## config.mk

```make
export PLATFORM = sky130hd
export DESIGN_NAME = hazard_scoreboard_unit_flat
export DESIGN_NICKNAME = d
export VERILOG_FILES = /design/src/rtl/hazard_scoreboard_unit_pkg.sv /design/src/rtl/hazard_scoreboard_unit_if.sv /design/src/rtl/hazard_scoreboard_unit_mul_tag_pipe.sv /design/src/rtl/hazard_scoreboard_unit.sv /design/src/flat_wrapper.sv
export SDC_FILE = /design/constraint.sdc
export NUM_CORES = 1
export LEC_CHECK = 0
export CORE_MARGIN = 3
export CORE_UTILIZATION = 44
export DETAILED_ROUTE_END_ITERATION = 7
export PLACE_DENSITY = 0.87
export SYNTH_ARGS = -nofsm -noshare
export SYNTH_HDL_FRONTEND = slang
export SYNTH_HIERARCHICAL = 1
export SYNTH_SLANG_ARGS = --single-unit
```

## constraint.sdc

```tcl
create_clock -name clk -period 2.5 [get_ports clk]
set_clock_uncertainty 0.15 [all_clocks]
set_input_delay 0.375 -clock clk [delete_from_list [all_inputs] [get_ports clk]]
set_output_delay 0.375 -clock clk [all_outputs]
set_load 0.02 [all_outputs]
```

## src/rtl/hazard_scoreboard_unit_pkg.sv

```systemverilog
// Shared widths, default multiplier latency and the in-flight multiply tag type
// for the hazard scoreboard.
package hazard_pkg;

   localparam int REG_ADDR_W      = 5;
   localparam int MUL_LAT_DEFAULT = 3;

   typedef struct packed {
      logic                  valid;
      logic [REG_ADDR_W-1:0] rd;
   } mul_slot_t;

endpackage

```

## src/rtl/hazard_scoreboard_unit_if.sv

```systemverilog
// Decode/execute/memory hazard inputs and stall/multiplier-writeback outputs of
// the hazard scoreboard, bundled with master (pipeline) and slave (scoreboard) views.
interface hazard_scoreboard_unit_if
   import hazard_pkg::*;
#(
   parameter int DATA_WIDTH = REG_ADDR_W
);
   logic [DATA_WIDTH-1:0] D_Rs1;
   logic [DATA_WIDTH-1:0] D_Rs2;
   logic                  D_UseRs1;
   logic                  D_UseRs2;
   logic                  D_Branch;
   logic [DATA_WIDTH-1:0] E_Rd;
   logic                  E_RegWrite;
   logic                  E_MemRead;
   logic                  E_MulIssue;
   logic [DATA_WIDTH-1:0] M_Rd;
   logic                  M_MemRead;
   logic                  Stall_F;
   logic                  Stall_D;
   logic                  Flush_E;
   logic                  W_RegMul;
   logic [DATA_WIDTH-1:0] W_Rd_Mul;
   logic                  Mul_Busy;

   modport master (
      output D_Rs1, D_Rs2, D_UseRs1, D_UseRs2, D_Branch,
      output E_Rd, E_RegWrite, E_MemRead, E_MulIssue,
      output M_Rd, M_MemRead,
      input  Stall_F, Stall_D, Flush_E, W_RegMul, W_Rd_Mul, Mul_Busy
   );

   modport slave (
      input  D_Rs1, D_Rs2, D_UseRs1, D_UseRs2, D_Branch,
      input  E_Rd, E_RegWrite, E_MemRead, E_MulIssue,
      input  M_Rd, M_MemRead,
      output Stall_F, Stall_D, Flush_E, W_RegMul, W_Rd_Mul, Mul_Busy
   );

endinterface

```

## src/rtl/hazard_scoreboard_unit_mul_tag_pipe.sv

```systemverilog
// Shift pipe of in-flight multiply tags: slot 0 captures the issuing multiply,
// every slot advances each cycle, and the last slot is the writeback cycle.
module mul_tag_pipe
   import hazard_pkg::*;
#(
   parameter int  LAT    = MUL_LAT_DEFAULT,
   parameter type slot_t = mul_slot_t
)(
   input  logic  clk,
   input  logic  reset,
   input  slot_t slot_i,
   output slot_t slots_o [LAT]
);

   slot_t slot_q [LAT];
   slot_t slot_d [LAT];

   genvar gi;
   generate
      for (gi = 0; gi < LAT; gi++) begin : g_slot
         if (gi == 0) begin : g_head
            assign slot_d[gi] = slot_i;
         end else begin : g_body
            assign slot_d[gi] = slot_q[gi-1];
         end
         assign slots_o[gi] = slot_q[gi];
      end
   endgenerate

   always_ff @(posedge clk or negedge reset) begin
      if (!reset) begin
         for (int i = 0; i < LAT; i++) begin
            slot_q[i] <= '0;
         end
      end else begin
         for (int i = 0; i < LAT; i++) begin
            slot_q[i] <= slot_d[i];
         end
      end
   end

endmodule

```

## src/rtl/hazard_scoreboard_unit.sv

```systemverilog
// Hazard scoreboard: multiply-in-flight, load-use and optional decode-branch
// stalls. Define BRANCH_DECODE_HAZARD_EN to enable the decode-branch checks.
module hazard_scoreboard_unit
   import hazard_pkg::*;
#(
   parameter int DATA_WIDTH = REG_ADDR_W,
   parameter int MUL_LAT    = MUL_LAT_DEFAULT
)(
   input logic                     clk,
   input logic                     reset,
   hazard_scoreboard_unit_if.slave hz
);

   typedef struct packed {
      logic                  valid;
      logic [DATA_WIDTH-1:0] rd;
   } slot_t;

   slot_t                 issue_d;
   slot_t                 slots [MUL_LAT];
   logic [MUL_LAT-1:0]    slot_valid;
   logic [MUL_LAT-2:0]    slot_hit;
   logic                  mul_issue_hit;
   logic                  load_hit;
   logic                  branch_hit;
   logic                  stall;

   // x0 never matches, and an unused source never matches.
   function automatic logic src_hit(
      input logic [DATA_WIDTH-1:0] rd,
      input logic [DATA_WIDTH-1:0] rs1,
      input logic [DATA_WIDTH-1:0] rs2,
      input logic                  use1,
      input logic                  use2
   );
      src_hit = (rd != '0) && ((use1 && rs1 == rd) || (use2 && rs2 == rd));
   endfunction

   always_comb begin
      issue_d = '0;
      if (hz.E_MulIssue && hz.E_Rd != '0) begin
         issue_d.valid = 1'b1;
         issue_d.rd    = hz.E_Rd;
      end
   end

   mul_tag_pipe #(
      .LAT    (MUL_LAT),
      .slot_t (slot_t)
   ) u_mul_tag_pipe (
      .clk     (clk),
      .reset   (reset),
      .slot_i  (issue_d),
      .slots_o (slots)
   );

   genvar gi;
   generate
      for (gi = 0; gi < MUL_LAT; gi++) begin : g_valid
         assign slot_valid[gi] = slots[gi].valid;
      end
      // The last slot is the writeback cycle and is forwarded, so it never stalls.
      for (gi = 0; gi < MUL_LAT - 1; gi++) begin : g_hit
         assign slot_hit[gi] = slots[gi].valid &&
                               src_hit(slots[gi].rd, hz.D_Rs1, hz.D_Rs2,
                                       hz.D_UseRs1, hz.D_UseRs2);
      end
   endgenerate

   // An issue cannot take effect while reset is held, so it does not stall then.
   assign mul_issue_hit = reset && issue_d.valid &&
                          src_hit(issue_d.rd, hz.D_Rs1, hz.D_Rs2,
                                  hz.D_UseRs1, hz.D_UseRs2);

   assign load_hit = hz.E_MemRead &&
                     src_hit(hz.E_Rd, hz.D_Rs1, hz.D_Rs2, hz.D_UseRs1, hz.D_UseRs2);

`ifdef BRANCH_DECODE_HAZARD_EN
   assign branch_hit = hz.D_Branch &&
                       ((hz.E_RegWrite &&
                         src_hit(hz.E_Rd, hz.D_Rs1, hz.D_Rs2, hz.D_UseRs1, hz.D_UseRs2)) ||
                        (hz.M_MemRead &&
                         src_hit(hz.M_Rd, hz.D_Rs1, hz.D_Rs2, hz.D_UseRs1, hz.D_UseRs2)));
`else
   logic unused_branch_inputs;
   assign unused_branch_inputs = ^{hz.D_Branch, hz.E_RegWrite, hz.M_MemRead, hz.M_Rd};
   assign branch_hit = 1'b0;
`endif

   assign stall = mul_issue_hit || (|slot_hit) || load_hit || branch_hit;

   assign hz.Stall_F  = stall;
   assign hz.Stall_D  = stall;
   assign hz.Flush_E  = stall;
   assign hz.W_RegMul = slots[MUL_LAT-1].valid;
   assign hz.W_Rd_Mul = slots[MUL_LAT-1].rd;
   assign hz.Mul_Busy = |slot_valid;

endmodule

```

## src/flat_wrapper.sv

```systemverilog
// flat-port wrapper written by rule: the top's interface ports become plain ports
module hazard_scoreboard_unit_flat import hazard_pkg::*;
#(
   parameter int DATA_WIDTH = REG_ADDR_W,
   parameter int MUL_LAT    = MUL_LAT_DEFAULT
)
  (clk, reset, hz_D_Rs1, hz_D_Rs2, hz_D_UseRs1, hz_D_UseRs2, hz_D_Branch, hz_E_Rd, hz_E_RegWrite, hz_E_MemRead, hz_E_MulIssue, hz_M_Rd, hz_M_MemRead, hz_Stall_F, hz_Stall_D, hz_Flush_E, hz_W_RegMul, hz_W_Rd_Mul, hz_Mul_Busy);
  hazard_scoreboard_unit_if #(.DATA_WIDTH(DATA_WIDTH)) hz_i ();
  input logic clk;
  input logic reset;
  input wire logic [$bits(hz_i.D_Rs1)-1:0] hz_D_Rs1;
  input wire logic [$bits(hz_i.D_Rs2)-1:0] hz_D_Rs2;
  input wire logic [$bits(hz_i.D_UseRs1)-1:0] hz_D_UseRs1;
  input wire logic [$bits(hz_i.D_UseRs2)-1:0] hz_D_UseRs2;
  input wire logic [$bits(hz_i.D_Branch)-1:0] hz_D_Branch;
  input wire logic [$bits(hz_i.E_Rd)-1:0] hz_E_Rd;
  input wire logic [$bits(hz_i.E_RegWrite)-1:0] hz_E_RegWrite;
  input wire logic [$bits(hz_i.E_MemRead)-1:0] hz_E_MemRead;
  input wire logic [$bits(hz_i.E_MulIssue)-1:0] hz_E_MulIssue;
  input wire logic [$bits(hz_i.M_Rd)-1:0] hz_M_Rd;
  input wire logic [$bits(hz_i.M_MemRead)-1:0] hz_M_MemRead;
  output wire logic [$bits(hz_i.Stall_F)-1:0] hz_Stall_F;
  output wire logic [$bits(hz_i.Stall_D)-1:0] hz_Stall_D;
  output wire logic [$bits(hz_i.Flush_E)-1:0] hz_Flush_E;
  output wire logic [$bits(hz_i.W_RegMul)-1:0] hz_W_RegMul;
  output wire logic [$bits(hz_i.W_Rd_Mul)-1:0] hz_W_Rd_Mul;
  output wire logic [$bits(hz_i.Mul_Busy)-1:0] hz_Mul_Busy;
  assign hz_i.D_Rs1 = hz_D_Rs1;
  assign hz_i.D_Rs2 = hz_D_Rs2;
  assign hz_i.D_UseRs1 = hz_D_UseRs1;
  assign hz_i.D_UseRs2 = hz_D_UseRs2;
  assign hz_i.D_Branch = hz_D_Branch;
  assign hz_i.E_Rd = hz_E_Rd;
  assign hz_i.E_RegWrite = hz_E_RegWrite;
  assign hz_i.E_MemRead = hz_E_MemRead;
  assign hz_i.E_MulIssue = hz_E_MulIssue;
  assign hz_i.M_Rd = hz_M_Rd;
  assign hz_i.M_MemRead = hz_M_MemRead;
  assign hz_Stall_F = hz_i.Stall_F;
  assign hz_Stall_D = hz_i.Stall_D;
  assign hz_Flush_E = hz_i.Flush_E;
  assign hz_W_RegMul = hz_i.W_RegMul;
  assign hz_W_Rd_Mul = hz_i.W_Rd_Mul;
  assign hz_Mul_Busy = hz_i.Mul_Busy;
  hazard_scoreboard_unit #(.DATA_WIDTH(DATA_WIDTH), .MUL_LAT(MUL_LAT)) u_core (.clk(clk), .reset(reset), .hz(hz_i));
endmodule
```

; Word level (Yosys, flattened, before mapping)
; Cells that the tools add are included.
[classes]
eq_ne = 8
muxes = 1
n_reduce_logical = 30
[op_table]
columns = cell, n
row1 = $eq 5x5->1, 8
row2 = $reduce_bool 5->1, 4
row3 = $logic_and 1x1->1, 18
row4 = $logic_or 1x1->1, 6
row5 = $mux 6, 1
row6 = $reduce_or 3->1, 1
row7 = $reduce_or 2->1, 1
[word_totals]
wordCells = 45
ff_bits = 18
out_inout_bits = 10
in_bits = 29

; Depth between registers and ports, before layout
[depth]
depth_word = 10
mapped_depth = 7
mapped_depth_nobuf = 5

; Cells and area by module
; Netlist, hierarchy kept.
[modules_own_cells]
columns = module, seq_area_each_um2, n_inst, cells_each, area_each_um2
row1 = hazard_scoreboard_unit, 0.0, 1, 88, 665.6
row2 = mul_tag_pipe, 450.4, 1, 18, 450.4

; Worst setup path before layout
; OpenSTA, ideal clock, no wires.
[synth_timing]
kind = input to output
from = input hz_D_Rs1[0]
to = output hz_Stall_D
required_time_ps = 1975
n_path_buf = 2
path_stages = 7
setup_slack_ps = -2
arrival_ps = 1977
cell_sequence = buf_2 and4bb_1 a31o_1 a22oi_1 o32a_1 o2111ai_1 buf_4
[synth_via]
elab_chain_cells = 8
word_cells_on_any_way = 23
classes_between = 4 x eq/ne / 19 x reduce/logical
[synth_rtl]
columns = item, line
row1 = start: declaration, flat_wrapper.sv:11  ; input wire logic [$bits(hz_i.D_Rs1)-1:0] hz_D_Rs1;
row2 = $eq 5x5->1, hazard_scoreboard_unit.sv:36  ; src_hit = (rd != '0) && ((use1 && rs1 == rd) || (use2 && rs2 == rd));
row3 = $logic_and 1x1->1, hazard_scoreboard_unit.sv:36
row4 = $logic_or 1x1->1, hazard_scoreboard_unit.sv:36
row5 = $logic_and 1x1->1, hazard_scoreboard_unit.sv:36
row6 = $logic_and 1x1->1, hazard_scoreboard_unit.sv:64  ; assign slot_hit[gi] = slots[gi].valid &&
row7 = $reduce_or 2->1, hazard_scoreboard_unit.sv:90  ; assign stall = mul_issue_hit || (|slot_hit) || load_hit || branch_hit;
row8 = $logic_or 1x1->1, hazard_scoreboard_unit.sv:90
row9 = $logic_or 1x1->1 (*), hazard_scoreboard_unit.sv:90
row10 = end: declaration, flat_wrapper.sv:23  ; output wire logic [$bits(hz_i.Stall_D)-1:0] hz_Stall_D;
; Every way passes the cells marked *; elsewhere a longest branch is shown, timed or not.

; Worst setup path in the final report
[layout_timing]
from = input hz_D_Rs2[2]
to = output hz_Stall_D
[layout_via]
elab_chain_cells = 8
word_cells_on_any_way = 23
classes_between = 4 x eq/ne / 19 x reduce/logical
[layout_rtl]
columns = item, line
row1 = start: declaration, flat_wrapper.sv:12  ; input wire logic [$bits(hz_i.D_Rs2)-1:0] hz_D_Rs2;
row2 = $eq 5x5->1, hazard_scoreboard_unit.sv:36
row3 = $logic_and 1x1->1, hazard_scoreboard_unit.sv:36
row4 = $logic_or 1x1->1, hazard_scoreboard_unit.sv:36
row5 = $logic_and 1x1->1, hazard_scoreboard_unit.sv:36
row6 = $logic_and 1x1->1, hazard_scoreboard_unit.sv:64
row7 = $reduce_or 2->1, hazard_scoreboard_unit.sv:90
row8 = $logic_or 1x1->1, hazard_scoreboard_unit.sv:90
row9 = $logic_or 1x1->1 (*), hazard_scoreboard_unit.sv:90
; Marked as above.

==> run summary <==
The transition time at the pin with the least slew margin was 386.7 ps; the clock sink total was 18. The tools report the total standard cell area after synthesis as 1116 sq um. The die outline width was 56.37 um. The count of cells in the finished layout, fillers not included, comes to 193. The logs give 1940 ps for the arrival time of data at the critical path endpoint and 37 for the number of design-rule violations left by the first detailed-router iteration. The multiplexer area fraction after synthesis was 0; the y dimension of the die was 56.37 um. For this run, the detailed router's first-pass iteration total came to 4.

Type of destination of the critical path: a primary output. After detailed routing, the average wire length per cell comes to 18.54 um. The run gives 0.2216 as the total routing resource utilization after global routing. Buffers placed on the I/O ports in this run total 30. Detailed placement finished with a half-perimeter wire length of 2364 um. The tree is rooted in a sky130_fd_sc_hd__clkbuf_4. The design draws 0.0007335 W. In this run, synthesis inferred 0 flip-flops with an integrated enable.

The first global-routing pass estimated 5340 um of wire. The tools report the total count of max-transition violations in the final report as 0. The placer's final routability congestion estimate was 0.8394. Dominant combinational cell family by area after synthesis: XOR/XNOR gates. For the sequential share of the synthesized area, the log shows 0.4036. The tools report the category of the worst setup path launch point as an input pin. The tools report the cell leakage power as 0.7984 nW. The kind of critical path was in -> out. Across the VDD grid, the largest voltage drop is 299.9 uV. The portion of the clock cycle consumed by the worst path in the final layout works out to 0.9843. The die covers 3177 sq um. In this run the standard cell core region covers 2318 sq um.

STA puts the critical path data required time at 1980 ps. In the layout the commonest cells are sky130_fd_sc_hd__buf_4 (31), sky130_fd_sc_hd__dfrtp_1 (18), sky130_fd_sc_hd__xnor2_1 (14). The synthesized-area fraction occupied by adder cells came out at 0. TritonCTS built the clock tree.

The area growth from synthesis to layout is 60.87%. The number of flip-flops in the largest register is 18. The maximum clock path buffer count is 2. Leading cell type in the layout, fill and taps excluded: sky130_fd_sc_hd__buf_4.

After detailed routing, the number of vias per cell comes to 5.689. The vias after detailed routing came out at 1098. The fraction of synthesis flops using an asynchronous set or reset pin is 1.000.

The type of the most critical hold path was in -> reg. The number of antenna violations at the first check in global routing was 0. The hold violation total from the final report was 0; the average footprint of a synthesized cell was 10.53 sq um.

The run gives 0 as the number of nets still failing antenna checks after routing. Based on the critical path, the design can be clocked at up to 406.4 MHz. Across the run, the number of max-cap violations was 0. After global routing the overflow that remains totals 0. Clock-pin slew was measured on the worst setup and hold paths at 100 ps. The post-synthesis share of cell area spent on xor and xnor gates came out at 0.2354.

Among all flip-flop cells after synthesis, the most frequent one is sky130_fd_sc_hd__dfrtp_1. The number of hold buffers added after CTS was 0; the Yosys warning count was 6. The worst slew margin relative to its limit is 0.7386.

Setup violations remaining at the end of the flow were counted as 0. The share of cells above drive strength 1 is 0.3758. The I/O pin count was 39. The run gives 37 as the number of distinct standard cells referenced by the synthesized netlist. The cell count after synthesis came out at 106.

The synthesized-area fraction occupied by ao, oa, aoi and oai cells came out at 0.1043. The number of placement rows is 17, and the via count of the first global-routing pass is 1142. For this run, the post-layout net count is 195.

Entering global routing, the biggest net connects 19 pins. Number of clock buffers inserted by TritonCTS: 3. The post-route DRC violation count came out at 0. The flow ran to the end, and the final reports show no timing, DRC or antenna violations. The number of nets handed over by synthesis was 135. 0 antenna diodes ended up in the layout. Counting flops and latches in the post-synthesis netlist gives 18. The smallest clock period supported by the final layout is computed as 2461 ps.

The run gives 0.4814 as the starting density of the core. Along the worst path, the maximum fanout reaches 3. The cell area power density works out to 408.5 nW/um^2. The run gives 300 ps as the clock latency on the worst-skew pair. Including well taps, the total number of placed cells is 184. Count of H-tree levels built during CTS: 1.

Summed over all layers, the routed wires come to 3579 um. The basic-gate share of the synthesized area counting and, or, nand and nor cells works out to 0.1850.
area by class of cell:
| cell class | count | area [sq um] |
|---|---|---|
| multi-input cells | 76 | 704.4 |
| repair buffers | 65 | 561.8 |
| fillers | 157 | 523.0 |
| flip-flops and latches | 18 | 450.4 |
| clock buffers | 4 | 36.28 |
| well taps | 28 | 35.03 |
| inverters | 2 | 7.507 |
path summary, 6_finish.rpt:
check / start / endpoint / slack, ps / depth (start not counted)
max in group asynchronous: reset / u_core/u_mul_tag_pipe/slots_o[1] / 1660 / 2
max: hz_D_Rs2[2] / hz_Stall_D / 40 / 7
max reg2reg: u_core/u_mul_tag_pipe/slots_o[12] / u_core/u_mul_tag_pipe/slots_o[6] / 1650 / 1
min reg2reg: u_core/u_mul_tag_pipe/slots_o[17] / u_core/u_mul_tag_pipe/slots_o[11] / 320 / 0
min in group asynchronous: reset / u_core/u_mul_tag_pipe/slots_o[5] / 330 / 2
min: hz_E_Rd[3] / u_core/u_mul_tag_pipe/slots_o[15] / 310 / 2
worst max-delay path, stage by stage:
cell and delay (ps):
sky130_fd_sc_hd__clkdlybuf4s15_1 200, sky130_fd_sc_hd__or4_1 540, sky130_fd_sc_hd__nor3_2 150, sky130_fd_sc_hd__a21oi_1 70, sky130_fd_sc_hd__o32a_1 200, sky130_fd_sc_hd__o2111ai_4 250
sky130_fd_sc_hd__buf_6 160
report_power, final:
| group | switching, W | internal (W) | leakage [nW] |
|---|---|---|---|
| combinational | 0.000110 | 0.000124 | 0.549 |
| sequential | 0.0000145 | 0.000306 | 0.229 |
| clock | 0.0000901 | 0.0000888 | 0.0210 |
synthesized netlist by cell type (2+ instances only):
cell,count,share of area
sky130_fd_sc_hd__xor2_1,13,0.10
sky130_fd_sc_hd__nor4b_1,2,0.016
sky130_fd_sc_hd__nor2_1,3,0.010
sky130_fd_sc_hd__buf_4,5,0.034
sky130_fd_sc_hd__o221ai_1,2,0.016
sky130_fd_sc_hd__nand4_1,3,0.017
sky130_fd_sc_hd__o21ai_0,2,0.0090
sky130_fd_sc_hd__clkbuf_1,2,0.0067
sky130_fd_sc_hd__and2_1,5,0.028
sky130_fd_sc_hd__buf_6,2,0.020
sky130_fd_sc_hd__nor3_1,3,0.013
sky130_fd_sc_hd__inv_1,2,0.0067
sky130_fd_sc_hd__nor4_1,3,0.017
sky130_fd_sc_hd__or4_1,3,0.020
sky130_fd_sc_hd__xnor2_1,17,0.13
sky130_fd_sc_hd__dfrtp_1,18,0.40
per-stage QoR:
stage,cell area [sq um],setup TNS [ps],util,setup WS [ps],hold slack (ps)
2_1_floorplan,1122,0,-,166.5,-70.59
3_3_place_gp,1610,-1709,0.6945,-569.9,237.2
3_5_place_dp,1610,-2113,0.6945,-706.3,246.4
4_1_cts,1735,0,0.7485,8.814,286.7
5_1_grt,1795,-99.68,0.7744,-34.39,302.4
6_report,1795,0,0.7744,39.18,312.1
logic make-up after synthesis:
kind of cell           after synthesis
AO/OA/AOI/OAI                       15
XOR/XNOR                            30
buffers and inverters               12
flip-flops                          18
AND/OR/NAND/NOR                     31
metal layers:
layer,share of wire,GRT usage,vias up,routed length (um)
met5,0,0,-,0
met4,0.030,0.1186,0,106
met3,0.051,0.02759,14,182
met2,0.55,0.4057,54,1956
met1,0.37,0.2457,534,1334
li1,-,-,496,-
timing repair:
item                                    CTS  global route
cloned                                    0             0
pin swaps                                10            12
endpoints found under the setup margin    3             3
resized for setup                        50            19
buffers inserted                          3             3
Power figures use the tool's default switching activity.
